==> src/rtl/input_conditioner.sv <==
// Input conditioner: synchronizes and debounces the raw pushbuttons and the
// enter switch, then derives clean levels, single-cycle press pulses and an
// encoded index of the most recent single-key press.
module input_conditioner #(
  parameter int N_KEYS          = 4,
  parameter int DEBOUNCE_CYCLES = 1000000,
  parameter int CNT_W           = 20
) (
  input  logic              clock_50,
  input  logic              reset,
  input  logic [N_KEYS-1:0] key,
  input  logic              enter_raw,
  output logic [N_KEYS-1:0] key_level,
  output logic [N_KEYS-1:0] key_press,
  output logic [1:0]        key_code,
  output logic              key_valid,
  output logic              key_multi,
  output logic              enter_level,
  output logic              enter_pulse
);

  // Keys occupy channels 0..N_KEYS-1, enter is the top channel.
  localparam int NCH  = N_KEYS + 1;
  localparam int PC_W = $clog2(N_KEYS + 1);
  localparam logic [CNT_W-1:0] CNT_LAST = CNT_W'(DEBOUNCE_CYCLES - 1);

  logic [NCH-1:0]   raw_p0;
  logic [NCH-1:0]   sync_p1;
  logic [NCH-1:0]   sync_p2;
  logic [NCH-1:0]   stable;
  logic [NCH-1:0]   mismatch;
  logic [NCH-1:0]   expire;
  logic [NCH-1:0]   rise_nxt;
  logic [CNT_W-1:0] cnt [NCH];
  logic [PC_W-1:0]  press_cnt;
  logic [1:0]       press_idx;

  // Stage p0: keys are active-low on the board, flip them so every channel
  // is active-high from here on.
  assign raw_p0 = {enter_raw, ~key};

  // Stage p1/p2: two-flop synchronizer per channel.
  always_ff @(posedge clock_50 or negedge reset) begin
    if (!reset) begin
      sync_p1 <= '0;
      sync_p2 <= '0;
    end else begin
      sync_p1 <= raw_p0;
      sync_p2 <= sync_p1;
    end
  end

  // A channel flips only once its synchronized input has disagreed with the
  // accepted level for DEBOUNCE_CYCLES consecutive clocks.
  always_comb begin
    mismatch = sync_p2 ^ stable;
    expire   = '0;
    for (int i = 0; i < NCH; i++) begin
      expire[i] = mismatch[i] && (cnt[i] == CNT_LAST);
    end
    rise_nxt = expire & ~stable;
  end

  // Per-channel stable-time counter: cleared on agreement or on acceptance,
  // so it saturates at DEBOUNCE_CYCLES-1 and never wraps.
  for (genvar ch = 0; ch < NCH; ch++) begin : g_cnt
    always_ff @(posedge clock_50 or negedge reset) begin
      if (!reset) begin
        cnt[ch] <= '0;
      end else if (!mismatch[ch] || expire[ch]) begin
        cnt[ch] <= '0;
      end else begin
        cnt[ch] <= cnt[ch] + 1'b1;
      end
    end
  end

  // Accepted (debounced) level per channel.
  always_ff @(posedge clock_50 or negedge reset) begin
    if (!reset) begin
      stable <= '0;
    end else begin
      stable <= stable ^ expire;
    end
  end

  // Count the key channels rising this clock and find the index of the
  // highest one; the index is only used when exactly one key rises.
  always_comb begin
    press_cnt = '0;
    press_idx = '0;
    for (int i = 0; i < N_KEYS; i++) begin
      press_cnt = press_cnt + PC_W'(rise_nxt[i]);
      if (rise_nxt[i]) begin
        press_idx = 2'(i);
      end
    end
  end

  // Stage p3: registered pulses and encoder flags, aligned with the level rise.
  always_ff @(posedge clock_50 or negedge reset) begin
    if (!reset) begin
      key_press   <= '0;
      enter_pulse <= 1'b0;
      key_valid   <= 1'b0;
      key_multi   <= 1'b0;
      key_code    <= '0;
    end else begin
      key_press   <= rise_nxt[N_KEYS-1:0];
      enter_pulse <= rise_nxt[N_KEYS];
      key_valid   <= (press_cnt == PC_W'(1));
      key_multi   <= (press_cnt >= PC_W'(2));
      if (press_cnt == PC_W'(1)) begin
        key_code <= press_idx;
      end
    end
  end

  assign key_level   = stable[N_KEYS-1:0];
  assign enter_level = stable[N_KEYS];

endmodule

==> config.mk <==
export PLATFORM = sky130hd
export DESIGN_NAME = input_conditioner
export DESIGN_NICKNAME = d
export VERILOG_FILES = /design/src/rtl/input_conditioner.sv
export SDC_FILE = /design/constraint.sdc
export NUM_CORES = 1
export LEC_CHECK = 0
export ABC_AREA = 0
export CORE_MARGIN = 4
export CORE_UTILIZATION = 30
export DETAILED_ROUTE_END_ITERATION = 7
export HOLD_SLACK_MARGIN = 0.06
export SYNTH_ARGS = -nofsm -noshare
export SYNTH_HDL_FRONTEND = slang
export SYNTH_SLANG_ARGS = --single-unit
==> constraint.sdc <==
create_clock -name clock_50 -period 3.9 [get_ports clock_50]
set_input_delay 0.78 -clock clock_50 [delete_from_list [all_inputs] [get_ports clock_50]]
set_output_delay 0.78 -clock clock_50 [all_outputs]
set_load 0.1 [all_outputs]
==> out/qor.csv <==
stage;metric;value;unit
die;dieArea;0.02214;mm2
sta;hold_viol;0;
cts;clkTransAtPathRegs;0.06;ns
logic_synthesis;synth.distinct_cells;41;
global_routing;grt_max_degree;100;
global_routing;grt_pass1_vias;4123;
detailed_routing;num_vias;4245;
cts;tritoncts;built;
logic_synthesis;syn_avg_cell_area;10.05;um2
die;die_y;148.8;um
global_routing;grt_usage;0.1106;
setup_path;cp_top_family;simple AND/OR/NAND/NOR gates;
die;die_w;148.8;um
global_routing;grt_pass1_wl;19.80;mm
detailed_routing;avgViaCountPerCell;4.732;
setup_path;cp-end-kind;flop;
cts;worstSkewPairLatency;0.42;ns
sta;rsz0062_at_grt;no;
setup_path;crit_top_cell;ha_1;
final_layout;antenna-diode-count;0;
detailed_routing;ant_nets;0;
final_layout;multi_input_area;0.002675;mm2
final_layout;regArea;0.003103;mm2
sta;drv_slew;0;
sta;finalCritPeriodShare;0.9027;
global_routing;antenna_found_initial;0;
setup_path;cp_num_buf_inv;2;
final_layout;area_growth;17.98;%
flow_run;max_cap_violations;0;
logic_synthesis;synth_mux_area_frac;0.007573;
logic_synthesis;synth_compound_area_frac;0.05932;
die;rows;51;
cts;max-clock-path-buffers;2;
logic_synthesis;syn_inst;592;
setup_path;crit_type;reg -> reg;
sta;relSlewSlack;0.3311;
sta;tightest_slew;1.000;ns
sta;fin_crit;3.521;ns
final_layout;drive_gt1_frac;0.09335;
die;pin_count;21;
placed_design;io_buffers;20;
detailed_routing;detail_route.wl_per_cell;12.65;um
logic_synthesis;syn_nets;608;
setup_path;worstSetupStartpointType;flop;
final_layout;fin_cells;897;
logic_synthesis;synth_top_area_share;0.5217;
setup_path;worstPathArrival;3.86;ns
logic_synthesis;synthAdderAreaFrac;0.02019;
setup_path;cp_max_fo;6;
logic_synthesis;yosys.area.top_type;dfrtp_1;
global_routing;gr-total-overflow;0;
run_status;status;complete, no violations;
logic_synthesis;synth_simple_gate_area_share;0.2566;
logic_synthesis;syn_area;0.005948;mm2
pwr;power.leakage;2.801;nW
die;start_util;0.3056;
die;core_area;0.01946;mm2
logic_synthesis;yosysSeqAreaShare;0.5217;
setup_path;ff2ff_path_depth;12;
placed_design;hpwl;7.548;mm
final_layout;fill_cells;1934;
logic_synthesis;synth_top_family_by_area;simple AND/OR/NAND/NOR gates;
detailed_routing;drc;0;
logic_synthesis;ys_top_cells_by_area;dfrtp_1, xnor2_1, nor2_1, xor2_1, nand4_1;
cts;cts_hold_buf;0;
detailed_routing;drt_wl_total;11.35;mm
worst_hold_path;holdPathStages;0;
sta;setup_viol;0;
setup_path;cp.depth;12;
cts;cts_made_buffers;17;
cts;clockRootBuffer;clkbuf_16;
setup_path;critical-path-slowest-cell;or4b_2;
setup_path;crit_chain;ha_1 > and4_1 > nand4_1 > or4b_2 > inv_1 > fa_1 > ha_1 > inv_1 > ha_1 > nor3b_2 > nor2_1 > a31oi_1;
cts;htreeDepth;4;
logic_synthesis;synth_xor_area_frac;0.1045;
sta;clock_skew;0.01832;ns
worst_hold_path;hp-class;reg -> reg;
placed_design;gp_congestion;0.7378;
setup_path;slowest_delay;0.72;ns
logic_synthesis;ys_warn_count;0;
pwr;p_per_area;419.3;mW/mm2
setup_path;cp.required;4.24;ns
sta;tns;0;ns
logic_synthesis;ys_seq_elements;124;
sta;fmax;284.0;MHz
detailed_routing;drtIter0Drc;203;
detailed_routing;first_pass_iters;4;
final_layout;final_nets;636;
pwr;irDropWorstVdd;0.0003007;V
placed_design;dp.cells;866;
cts;cts.sinks;124;
## per-layer routing
metal	global-route usage	vias to the layer above	wire length, um
li1	-	2162	-
met4	0.05400	0	205
met3	0.02796	13	251
met5	0	-	0
met1	0.1491	2037	5793
met2	0.1664	33	5101
## final timing paths
kind                            startpoint           to  slack [ns]
worst min register to register  sync_p1[4]   sync_p2[4]        0.35
worst max-delay path               cnt[20]  key_code[1]        0.38
max in group asynchronous            reset       cnt[8]        2.68
min in group asynchronous            reset      cnt[62]        0.47
worst max register to register     cnt[20]  key_code[1]        0.38
worst min-delay path            sync_p1[4]   sync_p2[4]        0.35
## synthesized netlist by cell type
| cell | count |
|---|---|
| nor2_1 | 91 |
| o41ai_1 | 2 |
| nor3b_1 | 3 |
| nand4b_1 | 3 |
| or4b_2 | 4 |
| a31oi_1 | 2 |
| or4b_1 | 1 |
| and2_1 | 5 |
| and4_1 | 9 |
| a21oi_1 | 24 |
| and3b_1 | 1 |
| clkbuf_1 | 10 |
| o21ai_0 | 14 |
| or4_4 | 4 |
| o21ai_2 | 1 |
| o311ai_0 | 1 |
| inv_1 | 26 |
| nand3_1 | 34 |
| a21bo_2 | 1 |
| and3_1 | 7 |
| xor2_1 | 30 |
| fa_1 | 1 |
| buf_2 | 2 |
| nand2_1 | 32 |
| or3_1 | 12 |
| nand4_1 | 28 |
| nor3_1 | 14 |
| ha_1 | 8 |
| nand4_2 | 1 |
| nand2b_1 | 1 |
| nor4b_1 | 5 |
| or2_1 | 1 |
| nor4_1 | 17 |
| buf_6 | 3 |
| and4b_1 | 1 |
| a31o_2 | 6 |
| or4_1 | 11 |
| mux2_2 | 4 |
| xnor2_1 | 41 |
| o31ai_1 | 7 |
| dfrtp_1 | 124 |
## layout by cell type, fill, tap and decap left out, types with 2 or more instances in the layout
| cell | count |
|---|---|
| nand3_1 | 34 |
| buf_4 | 4 |
| nand4_1 | 28 |
| clkbuf_16 | 17 |
| nor3b_1 | 2 |
| o41ai_1 | 2 |
| nand2_1 | 32 |
| nor2_1 | 91 |
| or3_1 | 12 |
| mux2_2 | 4 |
| clkdlybuf4s50_1 | 19 |
| nor4b_1 | 5 |
| a31oi_1 | 2 |
| inv_1 | 26 |
| nor3_1 | 14 |
| a21oi_1 | 24 |
| ha_1 | 8 |
| bufinv_16 | 2 |
| and3_1 | 7 |
| o21ai_0 | 12 |
| or4_1 | 11 |
| and2_1 | 5 |
| and4_1 | 9 |
| nand4b_1 | 3 |
| inv_6 | 4 |
| xnor2_1 | 41 |
| or4b_2 | 4 |
| o21ai_2 | 2 |
| or4_4 | 4 |
| clkinv_2 | 3 |
| nor4_1 | 17 |
| o31ai_1 | 7 |
| dfrtp_1 | 124 |
| clkinvlp_4 | 4 |
| xor2_1 | 30 |
| a31o_2 | 6 |
## state kept, by name, summed over array words and instances, names as in the netlist, named ones only
| register | count |
|---|---|
| sync_p1 | 5 |
| cnt | 100 |
| sync_p2 | 5 |
| key_code | 2 |
| key_multi | 1 |
| key_press | 4 |
| enter_pulse | 1 |
| key_valid | 1 |
## cells by family (layout without fill, tap and decap cells)
family | count (synthesis) | after routing
buffers and inverters | 41 | 81
and+or+nand+nor | 285 | 285
AOI/OAI and AO/OA | 58 | 58
DFF | 124 | 124
adders and majority gates | 9 | 9
muxes | 4 | 4
xor gates and xnor gates | 71 | 71
## report_power, final
group	leakage [nW]	internal (mW)	total [mW]	switching, mW
Sequential	1.70	1.31	1.32	0.0173
Combinational	0.829	0.0231	0.0770	0.0539
Clock	0.275	0.956	1.54	0.587
Total	2.80	2.28	2.94	0.658
## area by class of cell
cell class              instances  area share
inverters                      26     0.01391
repair buffers                 24     0.03298
well taps                     265     0.04725
clock inverters                13     0.01997
flip-flops and latches        124      0.4421
multi-input cells             427      0.3812
clock buffers                  18     0.06258
## what timing repair did
item                                    4_1_cts  5_1_grt
endpoints found under the setup margin        0        2
hold endpoints to repair                      0        0
buffers inserted                              0        0
resized for setup                             0        1
## stage by stage
stage | area [um2] | worst slack, ns | power (mW) | hold WS, ns | utilization
3_5_place_dp | 6434 | 0.2303 | 1.426 | 0.3347 | 0.3306
4_1_cts | 7013 | 0.2049 | 2.992 | 0.3475 | 0.3603
6_report | 7018 | 0.3794 | 2.942 | 0.3471 | 0.3606
2_1_floorplan | 5948 | 0.4811 | 1.382 | 0.3312 | -
5_1_grt | 7018 | 0.1058 | 3.069 | 0.3516 | 0.3606
3_3_place_gp | 6434 | 0.3099 | 1.425 | 0.3320 | 0.3306
(Power assumes the default switching activity.)
